### src/rtl/rv32i_instr_encoder.sv
// RV32I instruction word assembler: field requests in, packed words out through
// a small FIFO, with legality/range checks and saturating emit/error counters.
module rv32i_instr_encoder #(
    parameter int DEPTH = 2,
    parameter int CNT_W = 8
) (
    input  logic             clk,
    input  logic             rst_n,
    input  logic             in_valid,
    output logic             in_ready,
    input  logic [6:0]       opcode,
    input  logic [2:0]       funct3,
    input  logic             alt,
    input  logic [4:0]       rd,
    input  logic [4:0]       rs1,
    input  logic [4:0]       rs2,
    input  logic [31:0]      imm,
    output logic             out_valid,
    input  logic             out_ready,
    output logic [31:0]      out_instr,
    output logic             err_pulse,
    output logic [1:0]       err_code,
    output logic [CNT_W-1:0] emit_count,
    output logic [CNT_W-1:0] err_count
);
    localparam int AW = (DEPTH > 1) ? $clog2(DEPTH) : 1;
    localparam logic [AW:0] FULL = (AW+1)'(DEPTH);

    localparam logic [6:0] OP_R     = 7'b0110011;
    localparam logic [6:0] OP_I     = 7'b0010011;
    localparam logic [6:0] OP_LD    = 7'b0000011;
    localparam logic [6:0] OP_JALR  = 7'b1100111;
    localparam logic [6:0] OP_S     = 7'b0100011;
    localparam logic [6:0] OP_B     = 7'b1100011;
    localparam logic [6:0] OP_LUI   = 7'b0110111;
    localparam logic [6:0] OP_AUIPC = 7'b0010111;
    localparam logic [6:0] OP_JAL   = 7'b1101111;

    logic [31:0] word;
    logic [1:0]  code;
    logic [6:0]  f7;
    logic        shift;
    logic        s12;
    logic        s13;
    logic        s21;

    always_comb begin
        word  = '0;
        code  = 2'd0;
        f7    = alt ? 7'b0100000 : 7'b0000000;
        shift = (funct3 == 3'd1) || (funct3 == 3'd5);
        s12   = (&imm[31:11]) || ~(|imm[31:11]);
        s13   = (&imm[31:12]) || ~(|imm[31:12]);
        s21   = (&imm[31:20]) || ~(|imm[31:20]);
        unique case (1'b1)
            (opcode == OP_R): begin
                word = {f7, rs2, rs1, funct3, rd, opcode};
                if (alt && !(funct3 == 3'd0 || funct3 == 3'd5)) code = 2'd1;
            end
            (opcode == OP_I): begin
                if (shift) begin
                    word = {f7, imm[4:0], rs1, funct3, rd, opcode};
                    if (alt && funct3 != 3'd5) code = 2'd1;
                    else if (|imm[31:5]) code = 2'd2;
                end else begin
                    word = {imm[11:0], rs1, funct3, rd, opcode};
                    if (alt) code = 2'd1;
                    else if (!s12) code = 2'd2;
                end
            end
            (opcode == OP_LD): begin
                word = {imm[11:0], rs1, funct3, rd, opcode};
                if (funct3 == 3'd3 || funct3 >= 3'd6) code = 2'd1;
                else if (!s12) code = 2'd2;
            end
            (opcode == OP_JALR): begin
                word = {imm[11:0], rs1, funct3, rd, opcode};
                if (funct3 != 3'd0) code = 2'd1;
                else if (!s12) code = 2'd2;
            end
            (opcode == OP_S): begin
                word = {imm[11:5], rs2, rs1, funct3, imm[4:0], opcode};
                if (funct3 > 3'd2) code = 2'd1;
                else if (!s12) code = 2'd2;
            end
            (opcode == OP_B): begin
                word = {imm[12], imm[10:5], rs2, rs1, funct3,
                        imm[4:1], imm[11], opcode};
                if (funct3 == 3'd2 || funct3 == 3'd3) code = 2'd1;
                else if (imm[0]) code = 2'd3;
                else if (!s13) code = 2'd2;
            end
            (opcode == OP_LUI || opcode == OP_AUIPC): begin
                word = {imm[31:12], rd, opcode};
                if (|imm[11:0]) code = 2'd2;
            end
            (opcode == OP_JAL): begin
                word = {imm[20], imm[10:1], imm[11], imm[19:12], rd, opcode};
                if (imm[0]) code = 2'd3;
                else if (!s21) code = 2'd2;
            end
            default: code = 2'd1;
        endcase
    end

    logic [31:0] mem [DEPTH];
    logic [AW-1:0] wp;
    logic [AW-1:0] rp;
    logic [AW:0]   cnt;
    logic          accept;
    logic          push;
    logic          pop;
    logic          rej;

    // Readiness depends only on stored occupancy, never on out_ready
    assign in_ready  = rst_n && (cnt < FULL);
    assign out_valid = (cnt != '0);
    assign out_instr = out_valid ? mem[rp] : 32'h0;
    assign accept    = in_valid && in_ready;
    assign push      = accept && (code == 2'd0);
    assign rej       = accept && (code != 2'd0);
    assign pop       = out_valid && out_ready;

    always_ff @(posedge clk or negedge rst_n) begin
        if (!rst_n) begin
            for (int i = 0; i < DEPTH; i++) mem[i] <= '0;
            wp         <= '0;
            rp         <= '0;
            cnt        <= '0;
            err_pulse  <= 1'b0;
            err_code   <= 2'd0;
            emit_count <= '0;
            err_count  <= '0;
        end else begin
            if (push) begin
                mem[wp] <= word;
                wp      <= wp + 1'b1;
            end
            if (pop) rp <= rp + 1'b1;
            case ({push, pop})
                2'b10:   cnt <= cnt + 1'b1;
                2'b01:   cnt <= cnt - 1'b1;
                default: cnt <= cnt;
            endcase
            err_pulse <= rej;
            if (rej) begin
                err_code <= code;
                if (err_count != '1) err_count <= err_count + 1'b1;
            end
            if (pop && emit_count != '1) emit_count <= emit_count + 1'b1;
        end
    end
endmodule

### config.mk
export PLATFORM = sky130hd
export DESIGN_NAME = rv32i_instr_encoder
export DESIGN_NICKNAME = d
export VERILOG_FILES = /design/src/rtl/rv32i_instr_encoder.sv
export SDC_FILE = /design/constraint.sdc
export NUM_CORES = 1
export LEC_CHECK = 0
export CAP_MARGIN = 20
export CORE_ASPECT_RATIO = 0.5
export CORE_MARGIN = 2
export CORE_UTILIZATION = 50
export CTS_CLUSTER_DIAMETER = 60
export DETAILED_ROUTE_END_ITERATION = 10
export PLACE_DENSITY = 0.86
export SETUP_SLACK_MARGIN = 0.3
export SLEW_MARGIN = 10
export SYNTH_ARGS = -nofsm -noshare
export SYNTH_HDL_FRONTEND = slang
export SYNTH_SLANG_ARGS = --single-unit
### constraint.sdc
create_clock -name clk -period 2.2 [get_ports clk]
set_input_delay 0.44 -clock clk [delete_from_list [all_inputs] [get_ports clk]]
set_output_delay 0.44 -clock clk [all_outputs]
set_load 0.05 [all_outputs]
==> impl.org, run 1 <==
** Synthesis
- Yosys mapped a number of flops with a built-in enable equal to 0.
- Register bit count reported by yosys :: 87
- Multiplexer share of the synthesized area :: 20.3%
- The number of nets handed over by synthesis was 529.
- During synthesis, Yosys emitted a total of 0 warnings.
- Of the total synthesized cell area, the portion taken by AND, OR, NAND and NOR gates is 17.4%.
- Dividing the synthesized area by the synthesized cell count gives 10.4 sq um.
- After synthesis the cells add up to 0.00483 sq mm.
- Synthesized-area fraction occupied by adder cells :: 0.777%
- For this run, asynchronously set or reset flops after synthesis account for 100%.
- For this run, the leading register cell type out of synthesis is sky130_fd_sc_hd__dfrtp_1.
- Post-synthesis compound-gate area fraction :: 10.4%
- Of the total synthesized cell area, the portion taken by XOR and XNOR cells is 3.26%.
- By area, the combinational part of the netlist is dominated by multiplexers.
- Post-synthesis cell count :: 464
- Summing the sequential cell areas from Yosys gives 45.0% of the chip area.
- Library cells used by synthesis :: 47

** Run status
- The stage where the run came to a stop is global routing (5_1_grt).
- The first error in the log reads "[ERROR GRT-0232] Routing congestion too high. Check the congestion heatmap in the GUI".
- Status :: did not finish

** Floorplan
- Initial Util :: 51.3%
- From left edge to right edge, the die measures 143 um.
- From bottom edge to top edge, the die measures 73.5 um.
- The floorplan has 25 rows.
- Ports placed on the boundary :: 115

** Timing
- After the last repair the worst path ends at a register input.
- After global-route timing repair, the worst endpoint was mem[39]$_DFFE_PN0P_/D.

** Clock tree
- In this run the number of H-tree levels came out at 3.
- After clock tree synthesis, the flow added hold-fix buffers numbering 0.
- Inserted Clock Buffers :: 9
- No sink is reached through more buffers than the 2 on the longest clock path.
- The tree built by TritonCTS fans out to 87 sinks.
- Root buffer selected by CTS :: sky130_fd_sc_hd__clkbuf_16

** Global route
- Entering global routing, the biggest net connects 69 pins.
- Summed over all layers, the global routing overflow is 42.
- Global Route Usage Sum :: 75.8%
- Number of antenna violations at the first check in global routing :: 2

** Placement
- After legalization and detailed placement, the total HPWL measured 10.7 mm.
- Post-placement cell area :: 0.00728 sq mm
- Worst slack at placement :: -1.40 ns
- Input/output buffers :: 114
- At the end of routability-driven placement, the weighted congestion stood at 0.961.
- The number of placed instances, taps included, is 787.
## cell usage after synthesis, types with 3 or more instances
library cell / instances / area, sq um
sky130_fd_sc_hd__nand3_1: 9 / 45.0
sky130_fd_sc_hd__nand2b_1: 6 / 37.5
sky130_fd_sc_hd__buf_2: 6 / 30.0
sky130_fd_sc_hd__nor2b_1: 3 / 18.8
sky130_fd_sc_hd__dfrtp_1: 87 / 2180
sky130_fd_sc_hd__mux2_4: 20 / 300
sky130_fd_sc_hd__mux2_2: 31 / 349
sky130_fd_sc_hd__a21oi_1: 12 / 60.1
sky130_fd_sc_hd__and3_1: 6 / 37.5
sky130_fd_sc_hd__and2_1: 8 / 50.1
sky130_fd_sc_hd__a22oi_1: 5 / 37.5
sky130_fd_sc_hd__xor2_1: 4 / 35.0
sky130_fd_sc_hd__nand3b_1: 3 / 22.5
sky130_fd_sc_hd__o21ai_0: 13 / 65.1
sky130_fd_sc_hd__a211oi_1: 3 / 22.5
sky130_fd_sc_hd__or3_1: 3 / 18.8
sky130_fd_sc_hd__a22o_1: 17 / 149
sky130_fd_sc_hd__inv_1: 6 / 22.5
sky130_fd_sc_hd__a31oi_1: 9 / 56.3
sky130_fd_sc_hd__ha_1: 3 / 37.5
sky130_fd_sc_hd__or4_1: 4 / 30.0
sky130_fd_sc_hd__nor4_1: 8 / 50.1
sky130_fd_sc_hd__nor2_1: 56 / 210
sky130_fd_sc_hd__nor3_1: 3 / 15.0
sky130_fd_sc_hd__xnor2_1: 14 / 123
sky130_fd_sc_hd__clkbuf_1: 15 / 56.3
sky130_fd_sc_hd__mux2i_1: 33 / 330
sky130_fd_sc_hd__nand2_1: 39 / 146
sky130_fd_sc_hd__nand4_1: 12 / 75.1
sky130_fd_sc_hd__or2_2: 5 / 31.3
## through the flow
stage	TNS [ns]	hold WS (ns)
floorplan	-37.86	0.144
global placement	-88.49	0.429
detailed placement	-98.57	0.431
CTS	-41.50	0.0593
## cell families after synthesis
family          count (synthesis)
simple gates                  171
fa+ha+maj                       3
mux                            84
flops                          87
compound gates                 71
xor+xnor                       18
buf+inv                        30
## metal layers
| layer | global-route usage [%] | overflow |
|---|---|---|
| met2 | 91.3 | 18 |
| met4 | 79.3 | 23 |
| met3 | 62.0 | 0 |
| met1 | 75.4 | 1 |
| met5 | 28.7 | 0 |
## timing repair
item,4_1_cts
setup endpoints to repair,129
pin swaps,27
gates cloned,9
hold endpoints to repair,0
setup buffers,26
gates resized for setup,161
==> inputs of run 2 (changes only) <==
- CORE_ASPECT_RATIO: 0.5 -> default
- CORE_UTILIZATION: 50 -> 40
- CTS_CLUSTER_DIAMETER: 60 -> default
- PLACE_DENSITY: 0.86 -> default
- PLACE_DENSITY_LB_ADDON: default -> 0.15
- SETUP_SLACK_MARGIN: 0.3 -> default
==> impl.org, run 2 <==
** Global route
- The total overflow left after global routing is 0.
- Number of global-route vias before repair :: 4865
- The first global-routing pass estimated 26.5 mm of wire.
- Global routing consumed, over all layers together, 26.9% of the routing resources.
- Entering global routing, the biggest net connects 62 pins.
- Number of antenna violations at the first check in global routing :: 0

** Synthesis
- The most used flip-flop cell after synthesis is sky130_fd_sc_hd__dfrtp_1.
- Summed over all instances, the cell type with the most area after synthesis is sky130_fd_sc_hd__dfrtp_1.
- Post-synthesis area per instance :: 10.4 sq um (unchanged)
- The synthesized net count came to 529 (unchanged).
- Leading cell type by number of instances after synthesis :: sky130_fd_sc_hd__dfrtp_1
- The number of flops mapped to enable cells by yosys came to 0 (unchanged).
- Library cells used by synthesis :: 47 (unchanged)
- Post-synthesis cell count :: 464 (unchanged)
- Cells taking the most area after synthesis :: sky130_fd_sc_hd__dfrtp_1, sky130_fd_sc_hd__mux2_2, sky130_fd_sc_hd__mux2i_1
- Share of async-settable or async-resettable flops after synthesis :: 100% (unchanged)
- Portion of synthesized cell area occupied by the leading cell type :: 45.0% (unchanged)
- The total number of yosys warnings is 0 (unchanged).
- The mapped cell area came to 0.00483 sq mm (unchanged).
- The synthesis-stage register bit count was 87 (unchanged).
- The fraction of the yosys area taken by sequential cells was 45.0% (unchanged).
- Counting instances in the post-synthesis netlist gives the leading cell types as sky130_fd_sc_hd__dfrtp_1, sky130_fd_sc_hd__nor2_1, sky130_fd_sc_hd__nand2_1, sky130_fd_sc_hd__mux2i_1, sky130_fd_sc_hd__mux2_2.

** Cells and area
- Commonest non-fill, non-tap cells in the layout :: sky130_fd_sc_hd__buf_4, sky130_fd_sc_hd__dfrtp_1, sky130_fd_sc_hd__clkdlybuf4s50_1
- 0 antenna diodes ended up in the layout.
- Fin util :: 71.2%
- The library cell used most frequently in the layout, excluding fill and tap cells, is sky130_fd_sc_hd__buf_4.
- Register with the most flip-flops :: mem
- The finished cells cover 0.00849 sq mm.
- The register with the most flip-flops in the layout has 64 of them.
- Area growth from synthesis to layout :: 75.6%
- Leading registers by flop count :: mem (64), emit_count (8), err_count (8)
- Excluding fillers, the count of instances in the completed layout stands at 855.
- In the final layout, the share of cells above drive strength 1 is 47.7%.
- At the end of the flow, the number of nets in the layout was 768.

** Clock tree
- Clock slew at reported path FFs :: 0.06 ns
- Clock sink count :: 87 (unchanged)
- The TritonCTS buffer count is 9 (unchanged).
- The tree is rooted in a sky130_fd_sc_hd__clkbuf_16.
- The number of H-tree levels came to 3 (unchanged).
- The clock reaches the later pin of the worst-skew pair after 0.35 ns.
- The largest buffer count on any clock path came to 2 (unchanged).
- TritonCTS built the clock tree.
- The number of hold-repair buffers added at the cts stage is 0 (unchanged).

** Placement
- Input/output buffers :: 114 (unchanged)
- Worst slack at placement :: -1.33 ns (+0.0689 ns)
- The area after detailed placement is 0.00730 sq mm (+0.22%).
- Total placed cells including tap cells :: 800 (+1.7%)
- The detailed placer's ending HPWL is 11.4 mm (+6.5%).
- The final estimated routing congestion in global placement was 0.910 (-5.3%).

** Routing
- First DRT Iteration DRCs :: 346
- Count of TritonRoute iterations in the first routing pass :: 4
- Average vias per placed instance :: 5.50
- For this run, design rule violations remaining after detail routing come to 0.
- Routed Wire Length :: 16.9 mm
- Across all layers, the routed design uses 4703 vias.
- Detail-routed net length per standard cell :: 19.8 um
- Once detail routing completed, the nets flagged for antenna violations numbered 0.

** Setup path
- By startpoint and endpoint, the worst setup path is classified as input port to register.
- Crit Reg-Reg Endpoint :: mem[24]$_DFFE_PN0P_
- Data on the critical path is required at its endpoint by 2.43 ns.
- On the worst path, the slowest cell contributes a delay of 0.55 ns.
- The slowest stage of the critical path is the sky130_fd_sc_hd__or4_4 cell.
- Maximum fanout encountered on the critical timing path :: 6
- Setup slack of the most critical reg-to-reg path :: 0.12 ns
- Arrival time at the worst endpoint :: 2.99 ns
- Launch instance of the worst register-to-register path :: cnt[1]$_DFFE_PN0P_
- Endpoint kind of the worst setup timing path :: register
- Category of the worst setup path launch point :: input port
- CP Cell Sequence :: buf_6 > or4_4 > nor4_4 > and4b_1 > a211oi_2 > nand4_1 > or4_4 > buf_6 > buf_16 > mux2_4
- The worst register-to-register path has a depth of 6.
- The critical path starts at imm[9].

** Floorplan
- Site row count :: 40 (+60%)
- The region available for standard cell placement spans 0.0119 sq mm.
- The initial core utilization is 40.6% (-11 points).
- Height of the die :: 114 um (+55%)
- The die outline width came to 114 um (-20%).
- The number of I/O pins is 115 (unchanged).
- Die ar. :: 0.0130 sq mm

** Power
- Dividing total power by cell area gives a power density of 795 mW/mm^2.
- Pleak :: 4.00 nW
- Largest vdd supply drop :: 0.000441 V

** Run status
- Status :: complete, but fails checks
- The checks that failed: setup timing.

** Timing
- Setup violations remaining at the end of the flow were counted as 76.
- Slew margin rel. :: 46.8%
- Clock Skews :: 0.00732 ns
- Adding up every negative setup slack in the final design gives -32.51 ns.
- Highest achievable clock rate :: 364 MHz
- Tightest Pin Transition :: 0.797 ns
- Clock period minus final worst setup slack :: 2.75 ns
- Setup repair after global routing could not meet its margin everywhere.
- Period utilisation layout :: 125%
- The final hold violation count is 0.
- Slew Limit Fails :: 0
- Once routing completed, OpenROAD measured the worst setup slack at -0.551 ns.

** Min path
- The tightest min-delay check is of the input port to async pin type.

** Flow run
- Number of maximum-capacitance constraint violations :: 0
==> run 2: cell counts after synthesis <==
No cell type changed its count.
==> run 2: per-layer routing <==
metal	GRT usage (%)	vias to the layer above	wire (um)
met2	44.6	165	8210
met1	35.3	2340	7370
met5	0	-	0
met4	8.46	0	471
met3	5.90	37	894
li1	-	2161	-
==> run 2: how the worst max path moves through the flow <==
| stage | end | slack [ns] | cells after the start |
|---|---|---|---|
| 4_1_cts | cnt[1]$_DFFE_PN0P_ | -0.58 | 12 |
| 3_5_place_dp | mem[8]$_DFFE_PN0P_ | -1.33 | 9 |
| 2_1_floorplan | mem[10]$_DFFE_PN0P_ | -0.66 | 9 |
| 3_3_place_gp | mem[5]$_DFFE_PN0P_ | -1.27 | 9 |
| 5_1_grt | mem[24]$_DFFE_PN0P_ | -0.60 | 10 |
| 6_report | mem[24]$_DFFE_PN0P_ | -0.55 | 10 |
==> run 2: cell type report <==
| type | instances | area (sq um) |
|---|---|---|
| multi-input cells | 347 | 2980 |
| well taps | 147 | 184 |
| fillers | 882 | 3430 |
| repair buffers | 252 | 2820 |
| clock buffers | 11 | 243 |
| flip-flops and latches | 87 | 2180 |
| clock inverters | 5 | 56.3 |
| inverters | 6 | 22.5 |
==> run 2: stage by stage <==
| step | total power [mW] | hold slack (ns) |
|---|---|---|
| 6_report | 6.75 | 0.138 |
| 5_1_grt | 7.01 | 0.157 |
| 4_1_cts | 6.66 | 0.148 |
| 3_5_place_dp | 4.95 | 0.460 |
| 3_3_place_gp | 4.90 | 0.450 |
| 2_1_floorplan | 3.69 | 0.144 |
==> run 2: report_power, final <==
| group | switching, mW | internal (mW) | leakage [nW] |
|---|---|---|---|
| logic | 1.69 | 1.35 | 2.68 |
| registers | 0.270 | 1.86 | 1.17 |
| clock network | 0.666 | 0.912 | 0.146 |
| total | 2.62 | 4.12 | 4.00 |
==> run 2: kinds of logic after synthesis <==
family                   Yosys count  share of synthesized area (%)
AO/OA/AOI/OAI                     71                           10.4
XOR/XNOR                          18                           3.26
adder cells (fa/ha/maj)            3                          0.777
buffers and inverters             30                           2.87
flip-flops                        87                           45.0
multiplexers                      84                           20.3
AND/OR/NAND/NOR                  171                           17.4
==> run 2: worst max-delay path: cells and delay by family <==
kind                   cells  cell delay, ns
AOI/OAI and AO/OA          1            0.20
buffers and inverters      3            0.40
muxes                      1            0.30
and+or+nand+nor            5            1.64
==> run 2: repair_timing <==
action | 4_1_cts | 5_1_grt
pin swaps | 31 | 18
gates cloned | 8 | 0
resized for setup | 166 | 41
setup buffers | 36 | 3
endpoints found under the setup margin | 78 | 78
No activity file was read; power rests on OpenSTA's default activity.
